===== config.mk =====
export PLATFORM = sky130hd
export DESIGN_NAME = fetch_queue
export DESIGN_NICKNAME = d
export VERILOG_FILES = /design/src/rtl/fetch_queue_pkg.sv /design/src/rtl/fq_storage.sv /design/src/rtl/fetch_queue.sv
export SDC_FILE = /design/constraint.sdc
export NUM_CORES = 1
export LEC_CHECK = 0
export CAP_MARGIN = 20
export CORE_MARGIN = 2
export CORE_UTILIZATION = 30
export CTS_CLUSTER_DIAMETER = 50
export DETAILED_ROUTE_END_ITERATION = 7
export SETUP_SLACK_MARGIN = 0.3
export SYNTH_ARGS = -nofsm -noshare
export SYNTH_HDL_FRONTEND = slang
export SYNTH_SLANG_ARGS = --single-unit
export TNS_END_PERCENT = 10

===== constraint.sdc =====
create_clock -name in_clk -period 7.47 [get_ports in_clk]
set_input_delay 0.747 -clock in_clk [delete_from_list [all_inputs] [get_ports in_clk]]
set_output_delay 0.747 -clock in_clk [all_outputs]
set_load 0.02 [all_outputs]

===== src/rtl/fetch_queue_pkg.sv =====
// Shared definitions for the fetch queue: instruction/GPR widths, the HLT encoding
// and the queue state enum.
`ifndef INSNBITS_SIZE
`define INSNBITS_SIZE 32
`endif
`ifndef GPR_SIZE
`define GPR_SIZE 64
`endif

package fetch_queue_pkg;

  typedef enum logic {
    FQ_RUN    = 1'b0,
    FQ_HALTED = 1'b1
  } fq_state_t;

  localparam logic [`INSNBITS_SIZE-1:0] INSNBITS_HLT = `INSNBITS_SIZE'(32'hD440_0000);

  function automatic logic is_hlt(input logic [`INSNBITS_SIZE-1:0] insn);
    return insn == INSNBITS_HLT;
  endfunction

endpackage


===== src/rtl/fq_storage.sv =====
// Entry storage for the fetch queue: DEPTH x WIDTH, one write port and one
// combinational read port. Contents are not reset.
module fq_storage #(
  parameter int DEPTH = 4,
  parameter int WIDTH = 96,
  localparam int AW   = $clog2(DEPTH)
) (
  input  logic             i_clk,
  input  logic             i_we,
  input  logic [AW-1:0]    i_waddr,
  input  logic [WIDTH-1:0] i_wdata,
  input  logic [AW-1:0]    i_raddr,
  output logic [WIDTH-1:0] o_rdata
);

  logic [WIDTH-1:0] r_mem [DEPTH];

  always_ff @(posedge i_clk) begin
    if (i_we) r_mem[i_waddr] <= i_wdata;
  end

  assign o_rdata = r_mem[i_raddr];

endmodule


===== src/rtl/fetch_queue.sv =====
// Circular fetch-to-decode instruction queue with flush and HLT-driven halt.
// Optional 0-cycle pass-through when empty: define FETCH_QUEUE_BYPASS_EN.
module fetch_queue
  import fetch_queue_pkg::*;
#(
  parameter int DEPTH = 4
) (
  input  logic                      in_clk,
  input  logic                      in_rst,
  input  logic                      in_f_done,
  input  logic [`INSNBITS_SIZE-1:0] in_f_insnbits,
  input  logic [`GPR_SIZE-1:0]      in_f_pc,
  input  logic                      in_rob_mispredict,
  input  logic                      in_d_ready,
  output logic                      out_f_full,
  output logic                      out_d_valid,
  output logic [`INSNBITS_SIZE-1:0] out_d_insnbits,
  output logic [`GPR_SIZE-1:0]      out_d_pc,
  output logic [$clog2(DEPTH):0]    out_count
);

  localparam int PTR_W = $clog2(DEPTH);
  localparam int CNT_W = PTR_W + 1;
  localparam int ENT_W = `GPR_SIZE + `INSNBITS_SIZE;
  localparam logic [CNT_W-1:0] FULL_CNT = CNT_W'(DEPTH);

  fq_state_t r_state, w_state_nxt;
  logic [PTR_W-1:0] r_rd_ptr, r_wr_ptr;
  logic [CNT_W-1:0] r_count;

  logic [ENT_W-1:0]          w_head;
  logic [`GPR_SIZE-1:0]      w_head_pc;
  logic [`INSNBITS_SIZE-1:0] w_head_insn;
  logic w_run, w_empty, w_full, w_q_valid, w_pop_q, w_pop_byp, w_push, w_halt;

  fq_storage #(.DEPTH(DEPTH), .WIDTH(ENT_W)) u_storage (
    .i_clk   (in_clk),
    .i_we    (w_push),
    .i_waddr (r_wr_ptr),
    .i_wdata ({in_f_pc, in_f_insnbits}),
    .i_raddr (r_rd_ptr),
    .o_rdata (w_head)
  );

  assign {w_head_pc, w_head_insn} = w_head;
  assign w_run     = (r_state == FQ_RUN);
  assign w_empty   = (r_count == '0);
  assign w_full    = (r_count == FULL_CNT);
  assign w_q_valid = ~w_empty & w_run & ~in_rob_mispredict;
  assign w_pop_q   = w_q_valid & in_d_ready;

`ifdef FETCH_QUEUE_BYPASS_EN
  logic w_byp;
  assign w_byp     = w_empty & w_run & in_f_done & ~in_rob_mispredict;
  assign w_pop_byp = w_byp & in_d_ready;
`else
  assign w_pop_byp = 1'b0;
`endif

  // A consumed HLT halts the queue whether it came from storage or the bypass.
  assign w_halt = (w_pop_q & is_hlt(w_head_insn)) | (w_pop_byp & is_hlt(in_f_insnbits));
  assign w_push = in_f_done & ~w_full & w_run & ~in_rob_mispredict & ~w_pop_byp & ~w_halt;

  always_comb begin
    out_d_valid    = w_q_valid;
    out_d_insnbits = '0;
    out_d_pc       = '0;
    if (w_q_valid) begin
      out_d_insnbits = w_head_insn;
      out_d_pc       = w_head_pc;
    end
`ifdef FETCH_QUEUE_BYPASS_EN
    if (w_byp) begin
      out_d_valid    = 1'b1;
      out_d_insnbits = in_f_insnbits;
      out_d_pc       = in_f_pc;
    end
`endif
  end

  assign out_f_full = w_full & w_run;
  assign out_count  = r_count;

  always_comb begin
    w_state_nxt = r_state;
    if (in_rob_mispredict) w_state_nxt = FQ_RUN;
    else if (w_halt)       w_state_nxt = FQ_HALTED;
  end

  always_ff @(posedge in_clk or posedge in_rst) begin
    if (in_rst) r_state <= FQ_RUN;
    else        r_state <= w_state_nxt;
  end

  // Flush and halt both empty the queue and drop any same-edge push/pop.
  always_ff @(posedge in_clk or posedge in_rst) begin
    if (in_rst) begin
      r_rd_ptr <= '0;
      r_wr_ptr <= '0;
      r_count  <= '0;
    end else if (in_rob_mispredict || w_halt) begin
      r_rd_ptr <= '0;
      r_wr_ptr <= '0;
      r_count  <= '0;
    end else begin
      if (w_push)  r_wr_ptr <= r_wr_ptr + PTR_W'(1);
      if (w_pop_q) r_rd_ptr <= r_rd_ptr + PTR_W'(1);
      case ({w_push, w_pop_q})
        2'b10:   r_count <= r_count + CNT_W'(1);
        2'b01:   r_count <= r_count - CNT_W'(1);
        default: r_count <= r_count;
      endcase
    end
  end

endmodule

==> summary.txt <==
Worst setup path
  • R2r startpoint: r_rd_ptr[0]
  • R2R cell count: 8
  • FF-to-FF End: u_storage.r_mem[1][62]
  • Crit path kind: reg -> reg
  • Crit-path max FO: 49
  • Worst path cell trace: buf_4 -> mux4_2 -> nor4_1 -> nand2_1 -> nor4_4 -> nor2_4 -> buf_4 -> buf_4
  • Reg2Reg Setup Slack: 2.64 ns
  • Crit end category: flop
  • Delay of the slowest cell on the worst path: 0.98 ns
  • Critical path buffers and inverters: 3
  • Slowest-stage cell, CP: dfrtp_4
  • Crit-path most repeated cell: buf_4
  • CP startpoint: r_rd_ptr[0]
  • Critical path startpoint category: flop
  • Worst EP arrival: 5.04 ns
  • Worst Path Required: 7.69 ns
  • CP top delay family: buffers and inverters

GRT
  • Total track usage: 12.71%
  • Gr ovfl total: 0
  • First-pass GRT wire length: 49860 um
  • Largest net degree at the start of global routing: 100
  • Vias in the first global route: 7739
  • Initial antenna violation count: 6

Synth
  • Synth Flop Type: edfxtp_1
  • Sequential-to-total area share from yosys stat: 77.77%
  • Leading post-synthesis cells by cell area: edfxtp_1 (76%), mux4_2 (14%), and2_1 (4.0%)
  • Mapped Nets: 785
  • #FFs+latches synth: 392
  • Top cells by count, synth: edfxtp_1 (384), and2_1 (97), mux4_2 (96)
  • Cell Area, Synth: 15080 sq um
  • Async SR Flop Fraction: 2.041%
  • Post-synth top area cell: edfxtp_1
  • Synth top area share: 76.44%
  • Synth cell types: 29
  • Post-synth EDFFs: 384
  • Most frequent cell after synthesis: edfxtp_1
  • Number of synthesis warnings: 0
  • Cells after synthesis: 678
  • Syn Area/Cell: 22.25 sq um

Power and ir drop
  • P_sw: 1.172 mW
  • Internal Power: 3.993 mW
  • Flop pwr share: 48.4%
  • Logic pwr share: 9.4%
  • Switching share of power: 22.69%
  • Peak VDD IR: 0.1564 mV
  • Leak: 6.065 nW
  • Clock share of power: 42.2%
  • Design Power: 5.165 mW
  • Pwr dens: 266.1 nW/um^2

STA
  • Final clock skew: 0.02381 ns
  • Final hold violation count: 0
  • Hold slack: 0.4417 ns
  • Min cycle time layout: 4.826 ns
  • Period utilization: 64.60%
  • Fmax: 207.2 MHz
  • Final setup viols: 0
  • Setup_tns: 0 ns
  • Worst slew pin tran: 1.108 ns
  • Fin worst setup slack: 2.644 ns
  • RSZ-0062 raised after global routing: no
  • Slew HR: 26.16%
  • Pins Over Slew Limit: 0

Detailed routing
  • Drt pass-1 iters: 4
  • Routed WL per cell: 20.41 um
  • Post-Route WL: 32970 um
  • Routed length on met3: 2063 um
  • # DRC: 0
  • Via count: 7216
  • Detail Route Antenna Nets: 0
  • 1st-iter DRT viols: 442
  • WL met2: 15680 um
  • Vias/cell: 4.468
  • Top sig layer: met5
  • Wire length on met1: 14550 um

CTS
  • CTS Buffer Depth: 3
  • CTS tree: done
  • CTS Hold Bufs: 0
  • Register clock-pin slew on the reported worst setup and hold paths: 0.06 ns
  • Cts repair resizes: 0
  • # clock sinks: 392
  • CTS Buf Count: 46
  • Clock root cell: clkbuf_16
  • # Post-CTS Setup Buffers: 0
  • Htree depth: 2
  • Clk Latency, worst-skew pair: 0.57 ns

Floorplanning
  • Die H: 228.2 um
  • Area of the core: 49860 sq um
  • Ports: 202
  • Die Width: 228.2 um
  • Total die area: 52090 sq um
  • Initial Utilization: 30.25%
  • Site Rows: 82

Layout
  • Fillers: 4591
  • Area delta synth->final: 28.67%
  • Layout cells sized above 1: 20.53%
  • Final nets: 1011
  • Fin area: 19410 sq um

Job
  • Count of max-cap constraint violations: 0

Hold path
  • Hold crit path type: in -> async

Placed design
  • Area post-placement: 17900 sq um
  • Port Buf Inserts: 201
  • Hpwl dp: 20040 um
  • GP Congestion: 0.7045
  • Setup WS pre-CTS: 2.516 ns

Outcome
  • Outcome: completed
-- area by class of cell --
| class | instances | area [sq um] | area share [%] |
|---|---|---|---|
| timing repair buffer | 213 | 2102 | 10.83 |
| sequential | 392 | 11740 | 60.48 |
| clock buffer | 55 | 1206 | 6.214 |
| inverter | 4 | 15.01 | 0.07735 |
| antenna | 3 | 7.507 | 0.03868 |
| multi-input combinational | 247 | 3207 | 16.52 |
| clock inverter | 29 | 292.8 | 1.508 |
| tap | 672 | 840.8 | 4.332 |
-- routing by layer --
| metal | vias to the layer above | global-route usage [%] |
|---|---|---|
| li1 | 3215 | - |
| met1 | 3742 | 17.20 |
| met2 | 197 | 19.99 |
| met3 | 54 | 3.513 |
| met4 | 8 | 3.901 |
| met5 | - | 0 |
-- logic make-up after synthesis --
family	count (synthesis)	share of synthesized area [%]
muxes	98	14.47
AOI/OAI and AO/OA	1	0.04979
DFF	392	77.77
adders and majority gates	6	0.5475
xor gates and xnor gates	6	0.3484
and+or+nand+nor	136	5.616
buffers and inverters	39	1.203
-- registers in the layout, summed over array words and instances, names as in the netlist --
| register | count |
|---|---|
| out_count | 3 |
| r_rd_ptr | 2 |
| r_state | 1 |
| r_wr_ptr | 2 |
| u_storage.r_mem | 384 |
-- placed cells by master, fill, tap and decap left out, types with 2 or more instances in the layout --
cell / instances
and2_1: 97
buf_4: 12
bufinv_16: 3
clkbuf_1: 8
clkbuf_16: 47
clkdlybuf4s50_1: 201
clkinv_1: 3
clkinv_2: 9
clkinv_8: 2
clkinvlp_4: 6
dfrtp_1: 6
dfrtp_4: 2
diode_2: 3
edfxtp_1: 384
ha_1: 5
inv_1: 4
inv_6: 2
inv_8: 2
mux2i_1: 2
mux4_2: 96
nand2_1: 6
nand3_1: 2
nor2_1: 6
nor2_4: 4
nor3_1: 8
nor4_1: 2
nor4b_2: 3
xnor2_1: 4
xor2_1: 2
-- how the worst max path moves through the flow --
| stage | endpoint | depth (start not counted) | slack, ns |
|---|---|---|---|
| 2_1_floorplan | u_storage.r_mem[0][0] | 8 | 1.25 |
| 3_3_place_gp | u_storage.r_mem[1][64] | 8 | 2.50 |
| 3_5_place_dp | u_storage.r_mem[0][60] | 8 | 2.52 |
| 4_1_cts | u_storage.r_mem[0][60] | 8 | 2.46 |
| 5_1_grt | u_storage.r_mem[3][38] | 8 | 2.15 |
| 6_report | u_storage.r_mem[1][62] | 8 | 2.64 |
-- per-stage QoR --
stage / utilization (%) / std cells
after floorplan: - / 678
after global placement: 35.91 / 1528
after detailed placement: 35.91 / 1528
after CTS: 38.91 / 1612
after global routing: 38.91 / 1612
final: 38.93 / 1615
-- power groups by stage --
stage,clock network [mW],registers [mW],logic [mW]
finish,2.18,2.50,0.487
global route,2.33,2.51,0.524
CTS,2.24,2.50,0.502
detailed placement,0,2.55,0.499
global placement,0,2.55,0.498
floorplan,0,2.54,0.265
Note: power is estimated with default switching activity, not from simulation.
